**src/rtl/lane_align_pkg.sv**
```systemverilog
// Shared types, default parameters and counter-width helper for the lane alignment trainer.
package lane_align_pkg;

  typedef enum logic [2:0] {
    ST_IDLE,
    ST_SETTLE,
    ST_CHECK,
    ST_SLIP,
    ST_LOCKED,
    ST_FAIL
  } align_state_t;

  localparam int         DEF_WORD_BITS    = 8;
  localparam logic [7:0] DEF_TRAIN_WORD   = 8'hE4;
  localparam int         DEF_SETTLE_WORDS = 2;
  localparam int         DEF_MATCH_WORDS  = 4;

  // Width needed to hold every value 0..max_val.
  function automatic int cnt_w(input int max_val);
    return (max_val < 1) ? 1 : $clog2(max_val + 1);
  endfunction

endpackage

```
**src/rtl/lane_align_fsm.sv**
```systemverilog
// One lane: DDR pair shift register, word counter, alignment FSM and phase-step bookkeeping.
// Optional mismatch counter while locked is built when LANE_ALIGN_ERRCNT_EN is defined.
module lane_align_fsm
  import lane_align_pkg::*;
#(
  parameter int                   WORD_BITS    = DEF_WORD_BITS,
  parameter logic [WORD_BITS-1:0] TRAIN_WORD   = WORD_BITS'(DEF_TRAIN_WORD),
  parameter int                   SETTLE_WORDS = DEF_SETTLE_WORDS,
  parameter int                   MATCH_WORDS  = DEF_MATCH_WORDS
) (
  input  logic                 clk,
  input  logic                 rst_n,
  input  logic                 rise,
  input  logic                 fall,
  input  logic                 train_start,
  output logic                 bitslip_pulse,
  output logic                 word_valid,
  output logic [WORD_BITS-1:0] word_data,
  output logic                 locked,
  output logic                 fail
`ifdef LANE_ALIGN_ERRCNT_EN
  ,
  output logic [7:0]           errcnt
`endif
);

  localparam int WC_W = cnt_w(WORD_BITS / 2 - 1);
  localparam int AT_W = cnt_w(WORD_BITS);
  localparam int SC_W = cnt_w(SETTLE_WORDS);
  localparam int MC_W = cnt_w(MATCH_WORDS);

  localparam logic [WC_W-1:0] WC_LAST     = WC_W'(WORD_BITS / 2 - 1);
  localparam logic [AT_W-1:0] AT_MAX      = AT_W'(WORD_BITS);
  localparam logic [SC_W-1:0] SETTLE_LAST = SC_W'(SETTLE_WORDS - 1);
  localparam logic [MC_W-1:0] MATCH_LAST  = MC_W'(MATCH_WORDS - 1);

  align_state_t state, state_next;

  logic [WORD_BITS-1:0] shift_p0;
  logic [WORD_BITS-1:0] shift_next;
  logic [WORD_BITS-1:0] word_p1;
  logic                 vld_p1;
  logic [WC_W-1:0]      wc;
  logic                 wc_hold;
  logic                 word_hit;
  logic [AT_W-1:0]      attempts;
  logic [SC_W-1:0]      settle_cnt;
  logic [MC_W-1:0]      match_cnt;
  logic                 mirror;

  assign shift_next = {shift_p0[WORD_BITS-3:0], rise, fall};
  // A slip that returns the bitslip stage to its base phase moves the data one bit
  // earlier; stalling wc one cycle moves the boundary two bits later, net +1 bit.
  assign wc_hold    = (state == ST_SLIP) && mirror;
  assign word_hit   = (word_p1 == TRAIN_WORD);

  // Stage p0: pair shift register and word counter
  always_ff @(posedge clk or negedge rst_n) begin
    if (!rst_n) begin
      shift_p0 <= '0;
      wc       <= '0;
      vld_p1   <= 1'b0;
      word_p1  <= '0;
    end else begin
      shift_p0 <= shift_next;
      vld_p1   <= 1'b0;
      if (!wc_hold) begin
        if (wc == WC_LAST) begin
          wc      <= '0;
          vld_p1  <= 1'b1;
          word_p1 <= shift_next;
        end else begin
          wc <= wc + 1'b1;
        end
      end
    end
  end

  // Stage p1: registered word output consumed by the FSM
  assign word_valid = vld_p1;
  assign word_data  = word_p1;

  always_ff @(posedge clk or negedge rst_n) begin
    if (!rst_n) state <= ST_IDLE;
    else        state <= state_next;
  end

  always_comb begin
    state_next = state;
    case (state)
      ST_SETTLE: if (vld_p1 && (settle_cnt == SETTLE_LAST)) state_next = ST_CHECK;
      ST_CHECK: begin
        if (vld_p1) begin
          if (word_hit) begin
            if (match_cnt == MATCH_LAST) state_next = ST_LOCKED;
          end else if (attempts >= AT_MAX) begin
            state_next = ST_FAIL;
          end else begin
            state_next = ST_SLIP;
          end
        end
      end
      ST_SLIP:  state_next = ST_SETTLE;
      default:  state_next = state;
    endcase
    // A start during SLIP still lets the pulse complete; SLIP exits to SETTLE anyway.
    if (train_start) state_next = ST_SETTLE;
  end

  always_ff @(posedge clk or negedge rst_n) begin
    if (!rst_n) begin
      attempts   <= '0;
      settle_cnt <= '0;
      match_cnt  <= '0;
      mirror     <= 1'b0;
    end else begin
      if (state == ST_SLIP) mirror <= ~mirror;
      if (train_start) begin
        attempts   <= '0;
        settle_cnt <= '0;
        match_cnt  <= '0;
      end else begin
        case (state)
          ST_SETTLE: if (vld_p1) settle_cnt <= settle_cnt + 1'b1;
          ST_CHECK: begin
            if (vld_p1) begin
              if (word_hit) match_cnt <= match_cnt + 1'b1;
              else          match_cnt <= '0;
            end
          end
          ST_SLIP: begin
            attempts   <= attempts + 1'b1;
            settle_cnt <= '0;
          end
          default: ;
        endcase
      end
    end
  end

  assign bitslip_pulse = (state == ST_SLIP);
  assign locked        = (state == ST_LOCKED);
  assign fail          = (state == ST_FAIL);

`ifdef LANE_ALIGN_ERRCNT_EN
  function automatic logic [7:0] sat_inc(input logic [7:0] val);
    return (val == 8'hFF) ? val : val + 8'd1;
  endfunction

  always_ff @(posedge clk or negedge rst_n) begin
    if (!rst_n) begin
      errcnt <= '0;
    end else if (train_start) begin
      errcnt <= '0;
    end else if ((state == ST_LOCKED) && vld_p1 && !word_hit) begin
      errcnt <= sat_inc(errcnt);
    end
  end
`endif

endmodule

```
**src/rtl/lane_align_ctrl.sv**
```systemverilog
// Multi-lane ADC word-alignment trainer on dco_clk; one independent lane_align_fsm per lane.
// Defining LANE_ALIGN_ERRCNT_EN adds the lane_errcnt port (per-lane mismatch count while locked).
module lane_align_ctrl
  import lane_align_pkg::*;
#(
  parameter int                   LANES        = 2,
  parameter int                   WORD_BITS    = DEF_WORD_BITS,
  parameter logic [WORD_BITS-1:0] TRAIN_WORD   = WORD_BITS'(DEF_TRAIN_WORD),
  parameter int                   SETTLE_WORDS = DEF_SETTLE_WORDS,
  parameter int                   MATCH_WORDS  = DEF_MATCH_WORDS
) (
  input  logic                       dco_clk,
  input  logic                       rst_n,
  input  logic [LANES-1:0]           in_rise,
  input  logic [LANES-1:0]           in_fall,
  input  logic                       train_start,
  output logic [LANES-1:0]           bitslip_pulse,
  output logic [LANES-1:0]           word_valid,
  output logic [LANES*WORD_BITS-1:0] word_data,
  output logic [LANES-1:0]           lane_locked,
  output logic [LANES-1:0]           lane_fail
`ifdef LANE_ALIGN_ERRCNT_EN
  ,
  output logic [LANES*8-1:0]         lane_errcnt
`endif
);

  for (genvar i = 0; i < LANES; i++) begin : g_lane
    lane_align_fsm #(
      .WORD_BITS   (WORD_BITS),
      .TRAIN_WORD  (TRAIN_WORD),
      .SETTLE_WORDS(SETTLE_WORDS),
      .MATCH_WORDS (MATCH_WORDS)
    ) u_lane (
      .clk          (dco_clk),
      .rst_n        (rst_n),
      .rise         (in_rise[i]),
      .fall         (in_fall[i]),
      .train_start  (train_start),
      .bitslip_pulse(bitslip_pulse[i]),
      .word_valid   (word_valid[i]),
      .word_data    (word_data[i*WORD_BITS +: WORD_BITS]),
      .locked       (lane_locked[i]),
      .fail         (lane_fail[i])
`ifdef LANE_ALIGN_ERRCNT_EN
      ,
      .errcnt       (lane_errcnt[i*8 +: 8])
`endif
    );
  end

endmodule

```
**config.mk**
```make
export PLATFORM = sky130hd
export DESIGN_NAME = lane_align_ctrl
export DESIGN_NICKNAME = d
export VERILOG_FILES = /design/src/rtl/lane_align_pkg.sv /design/src/rtl/lane_align_fsm.sv /design/src/rtl/lane_align_ctrl.sv
export SDC_FILE = /design/constraint.sdc
export NUM_CORES = 1
export LEC_CHECK = 0
export CORE_ASPECT_RATIO = 0.75
export CORE_MARGIN = 2
export CORE_UTILIZATION = 55
export CTS_CLUSTER_SIZE = 28
export DETAILED_ROUTE_END_ITERATION = 12
export PLACE_DENSITY = 0.78
export SETUP_SLACK_MARGIN = 0.1
export SLEW_MARGIN = 20
export SYNTH_ARGS = -nofsm -noshare
export SYNTH_HDL_FRONTEND = slang
export SYNTH_HIERARCHICAL = 1
export SYNTH_SLANG_ARGS = --single-unit
```
**constraint.sdc**
```tcl
create_clock -name dco_clk -period 1.9 [get_ports dco_clk]
set_input_delay 0.285 -clock dco_clk [delete_from_list [all_inputs] [get_ports dco_clk]]
set_output_delay 0.285 -clock dco_clk [all_outputs]
set_load 0.05 [all_outputs]
```
[After elaboration in Yosys (flattened, before gate mapping)]
Index checks and enable logic that the tools add are counted.
W data, S select, Z words.
Storage, ports and cells
  memories kept: 0
  ROM bits: 0
  input port bits: 7
  word-level logic and storage cells: 118
  bits in latches: 0
  RAM bits: 0
  flip-flop bits (word level): 60
  output and inout port bits: 24
Operators by class
  bitwise logic cells: 4
  shift operators: 0
  equal/unequal tests: 26
  muxes and demuxes: 38
  order comparisons: 2
  add/sub/neg operators: 8
  $mul: 0
  reduce and logical (&&, ||, !) cells: 22
  divide/modulo/power cells: 0
Operator list (count)
  $mux W3: 20
  $eq A3 B2 Y1 const B: 6
  $ne A3 B2 Y1 const B: 6
  $pmux W3 S3: 2
  $eq A8 B8 Y1 const B: 2
  $mux W4: 4
  $eq A3 B3 Y1 const B: 4
  $mux W2: 6
  $reduce_and A2 Y1: 6
  $reduce_bool A2 Y1: 6
  $add A2 B1 Y2 const B: 4
  $add A4 B1 Y4 const B: 2
  $ge A4 B4 Y1 const B: 2
  $ne A4 B4 Y1 const B: 2
  $pmux W2 S2: 2
  $reduce_and A4 Y1: 2
  $reduce_bool A4 Y1: 2
  $add A3 B1 Y3 const B: 2
  $eq A3 B1 Y1 const B: 2
  $reduce_bool A3 Y1: 2
  $eq A2 B1 Y1 const B: 2
  $eq A2 B2 Y1 const B: 2
  $logic_and A1 B1 Y1: 4
  $mux W1: 4
  $not A1 Y1: 4

[Logic depth before layout (Yosys ltp)]
  depth in word-level cells: 6
  depth in mapped cells: 6
  depth with buffers taken out: 6

[Modules after synthesis]
Netlist, hierarchy kept.
Modules (own cells, without submodules)
  lane_align_fsm: seq. area each 750.7 um2, area each 1380.1 um2, cells each 112, instances 2

[Worst setup path after synthesis]
OpenSTA, ideal clock, no wires.
  path type: register to output
  start point: register g_lane[0].u_lane.state[0]
  end point: output port lane_locked[0]
  required time: 1.615 ns
  data arrival time: 1.676 ns
  cell stages (with the launch flop): 3
  path buffers: 1
  slack: -0.061 ns
  path through: dfrtp_1 -> buf_2 -> nor3b_1
On the way
  cells in the longest elaborated chain, start to end: 1
RTL lines
  from (decl): RTL line lane_align_fsm.sv:37  | align_state_t state, state_next;
  from (signal assigned): RTL line lane_align_fsm.sv:85  | else state <= state_next;
  $eq A3 B3 Y1: RTL line lane_align_fsm.sv:142  | assign locked = (state == ST_LOCKED);
  to (decl): RTL line lane_align_ctrl.sv:20  | output logic [LANES-1:0] lane_locked,
No other way between the ends.

[Final worst setup path]
  start point: register g_lane[1].u_lane.state[2]
  end point: output port bitslip_pulse[1]
On the way
  cells in the longest elaborated chain, start to end: 1
RTL lines
  from (decl): RTL line lane_align_fsm.sv:37
  from (signal assigned): RTL line lane_align_fsm.sv:85
  $eq A3 B2 Y1: RTL line lane_align_fsm.sv:141  | assign bitslip_pulse = (state == ST_SLIP);
  to (decl): RTL line lane_align_ctrl.sv:17  | output logic [LANES-1:0] bitslip_pulse,
No other way between the ends.

==> out/summary.txt <==
YS warnings - 6
Sw power - 2330 µW
Vias in the first global route - 1749
Non-Filler Instances - 331
Vias - 1766
Startpoint Class - flip-flop
Pwr dens - 1660 nW/µm²
Worst vdd ir - 1.36 mV
GPL Wtd Cong - 0.790
Logic pwr share - 43.2%
Final Hold Viols - 0
Max-cap viol count - 0
Tmin final - 1.72 ns
Internal power - 3250 µW
CP required - 1.62 ns
Initial DRC Count - 87
Clock power frac - 20.5%
Fin area - 3370 µm²
Port Buffer Count - 30
Worst path cell trace - and3b_1 > buf_4 > buf_12
Setup WS pre-CTS - 0.356 ns
First-pass GRT wire length - 8.39 mm
Mapped Nets - 243
DRC viols - 0
Slowest cell on the critical path - dfrtp_1
Setup-failing EPs final - 0
Leakage - 0.00160 µW
HP Class - flip-flop to flip-flop
Layout cells sized above 1 - 23.2%
Status - completed
Yosys top cell area share - 54.4%
RSZ-0062 raised after global routing - false
Post-route ant nets - 0
N_diodes - 0
Sw Ratio - 41.7%
Syn Inst Count - 224
Cell family with most CP delay - flip-flops
Worst clock skew - 0.00635 ns
Fill cells - 360
Core box area - 4870 µm²
Most frequent cell after synthesis - dfrtp_1
Critical Path End Type - output port
Final WS setup - 0.176 ns
Placed cells - 314
TritonCTS clock tree - built
Setup TNS - 0 ns
H-tree levels - 3
Sequential-to-total area share from yosys stat - 54.4%
Library cells used by synthesis - 37
Syn Area/Cell - 12.3 µm²
Die X - 85.8 µm
Vias per Instance - 5.34
Post-synth EDFFs - 0
Die area - 5610 µm²
Seq cells post-synth - 60
WP data arrival - 1.44 ns
Top cells by area, synth - dfrtp_1 (54%), mux2_4 (8.7%), ha_1 (5.4%)
Clock buffer depth - 2
Max Clock Freq - 0.580 GHz
Grt total ovfl - 0
Top_reg_cell synth - dfrtp_1
Slew Viols, Final - 0
Largest net degree at the start of global routing - 42
Num CTS Buffers - 9
Root Driver - clkbuf_8
Headroom to the max-slew limit - 63.2%
Proportion of power drawn by flip-flops and latches - 36.3%
FP Rows - 22
Clock Sinks - 60
Mapped cell area - 2760 µm²
Slew @ Worst Pin - 0.550 ns
Clock Latency Late Sink - 0.34 ns
Kind of critical path - flip-flop to output port
Final period util - 90.7%
DP Wirelength - 3.21 mm
Total global-route track usage - 19.9%
Commonest cells in the netlist - dfrtp_1 (60), nor2_1 (22), mux2_4 (16)
Ys async rst share - 100%
Nets - 285
CP max stage delay - 0.44 ns
Initial antenna violation count - 0
Area growth syn-to-layout - 22.0%
Post-DP Area - 3180 µm²
Synth area leader - dfrtp_1
Final WL - 4.79 mm
I/O pin cnt - 31
Worst path buffer plus inverter count - 2
Drt first pass iters - 4
Die height - 65.4 µm
WL/cell - 14.5 µm
Post-Route Utilization - 69.1%
Crit-path max FO - 8
Clock-pin slew on the worst setup and hold paths - 0.07 ns
Initial Util - 56.7%
==> placed cells by master, fill, tap and decap left out, types with 4 or more instances in the layout <==
master / netlist / routed
nand2_1: 10 / 10
mux2_1: 4 / 4
a22oi_1: 4 / 4
dlygate4sd2_1: 0 / 16
ha_1: 12 / 12
nor2_1: 22 / 22
nand2_4: 4 / 4
xor2_1: 6 / 6
buf_12: 0 / 4
and3_1: 4 / 4
buf_4: 0 / 10
clkbuf_8: 0 / 9
dfrtp_1: 60 / 58
or3_1: 8 / 8
mux2_4: 16 / 16
inv_1: 14 / 14
a21oi_1: 10 / 10
a31oi_1: 4 / 4
clkdlybuf4s50_1: 0 / 5
==> power by group through the flow <==
stage / combinational [µW] / sequential [µW] / clock [µW]
after floorplan: 1240 / 2620 / 0
after global placement: 2500 / 2040 / 0
after detailed placement: 2550 / 2050 / 0
after CTS: 2440 / 2030 / 1170
after global routing: 2580 / 2100 / 1230
final: 2410 / 2030 / 1140
==> final timing paths <==
check                                               from                       endpoint  slack [ns]  depth (start not counted)
max                            g_lane[1].u_lane/state[2]               bitslip_pulse[1]        0.18                          3
max in group asynchronous                          rst_n      g_lane[1].u_lane/state[0]        0.91                          3
min reg2reg                 g_lane[1].u_lane/shift_p0[2]   g_lane[1].u_lane/shift_p0[4]        0.37                          0
min                         g_lane[1].u_lane/shift_p0[2]   g_lane[1].u_lane/shift_p0[4]        0.37                          0
min in group asynchronous                          rst_n   g_lane[0].u_lane/shift_p0[3]        0.41                          2
max reg2reg                g_lane[1].u_lane/word_data[1]  g_lane[1].u_lane/match_cnt[2]        0.31                          4
==> logic make-up (layout without fill, tap and decap cells) <==
kind of cell             Yosys count  count (layout)  share of synthesized area, %
buffers and inverters             20              67                          3.35
flip-flops                        60              60                          54.4
adder cells (fa/ha/maj)           12              12                          5.44
XOR/XNOR                           8               8                          2.54
AO/OA/AOI/OAI                     28              28                          6.44
AND/OR/NAND/NOR                   74              74                          16.8
multiplexers                      22              22                          11.1
==> worst reg2reg max path, cell delays in order, from the launching register on <==
cell and delay (ns):
dfrtp_1 0.41, nor4b_2 0.34, nand2_1 0.17, or3_1 0.39, a21oi_1 0.19
==> through the flow <==
stage / hold WS (ns) / total power (µW)
after global placement: 0.253 / 4540
final: 0.370 / 5590
after global routing: 0.391 / 5910
after detailed placement: 0.255 / 4600
after floorplan: -0.0106 / 3860
after CTS: 0.378 / 5630
==> state kept, by name, summed over array words and instances (netlist names) <==
register and count:
g_lane.u_lane/attempts 8, g_lane.u_lane/match_cnt 6, g_lane.u_lane/mirror 2, g_lane.u_lane/settle_cnt 4, g_lane.u_lane/shift_p0 12, g_lane.u_lane/state 6
g_lane.u_lane/wc 4, g_lane.u_lane/word_data 16, g_lane.u_lane/word_valid 2
==> layout make-up <==
| cell class | count | area (µm²) | share of cell area [%] |
|---|---|---|---|
| inverter | 14 | 52.6 | 1.56 |
| clock buffer | 9 | 124 | 3.68 |
| tap | 60 | 75.1 | 2.23 |
| multi-input combinational | 144 | 1180 | 34.9 |
| timing repair buffer | 37 | 360 | 10.7 |
| clock inverter | 7 | 76.3 | 2.27 |
| sequential | 60 | 1500 | 44.7 |
==> layer usage <==
layer	up-vias	routed length [µm]	track usage [%]
li1	859	-	-
met1	851	2350	26.8
met2	50	2110	29.7
met3	6	274	7.29
met4	0	55	7.14
met5	-	0	0
==> what timing repair did <==
item	in CTS	in global routing
hold buffers	1	0
setup buffers	0	0
gates resized for setup	16	2
endpoints found under the hold margin	19	0
endpoints found under the setup margin	16	2
Note: power is estimated with default switching activity, not from simulation.
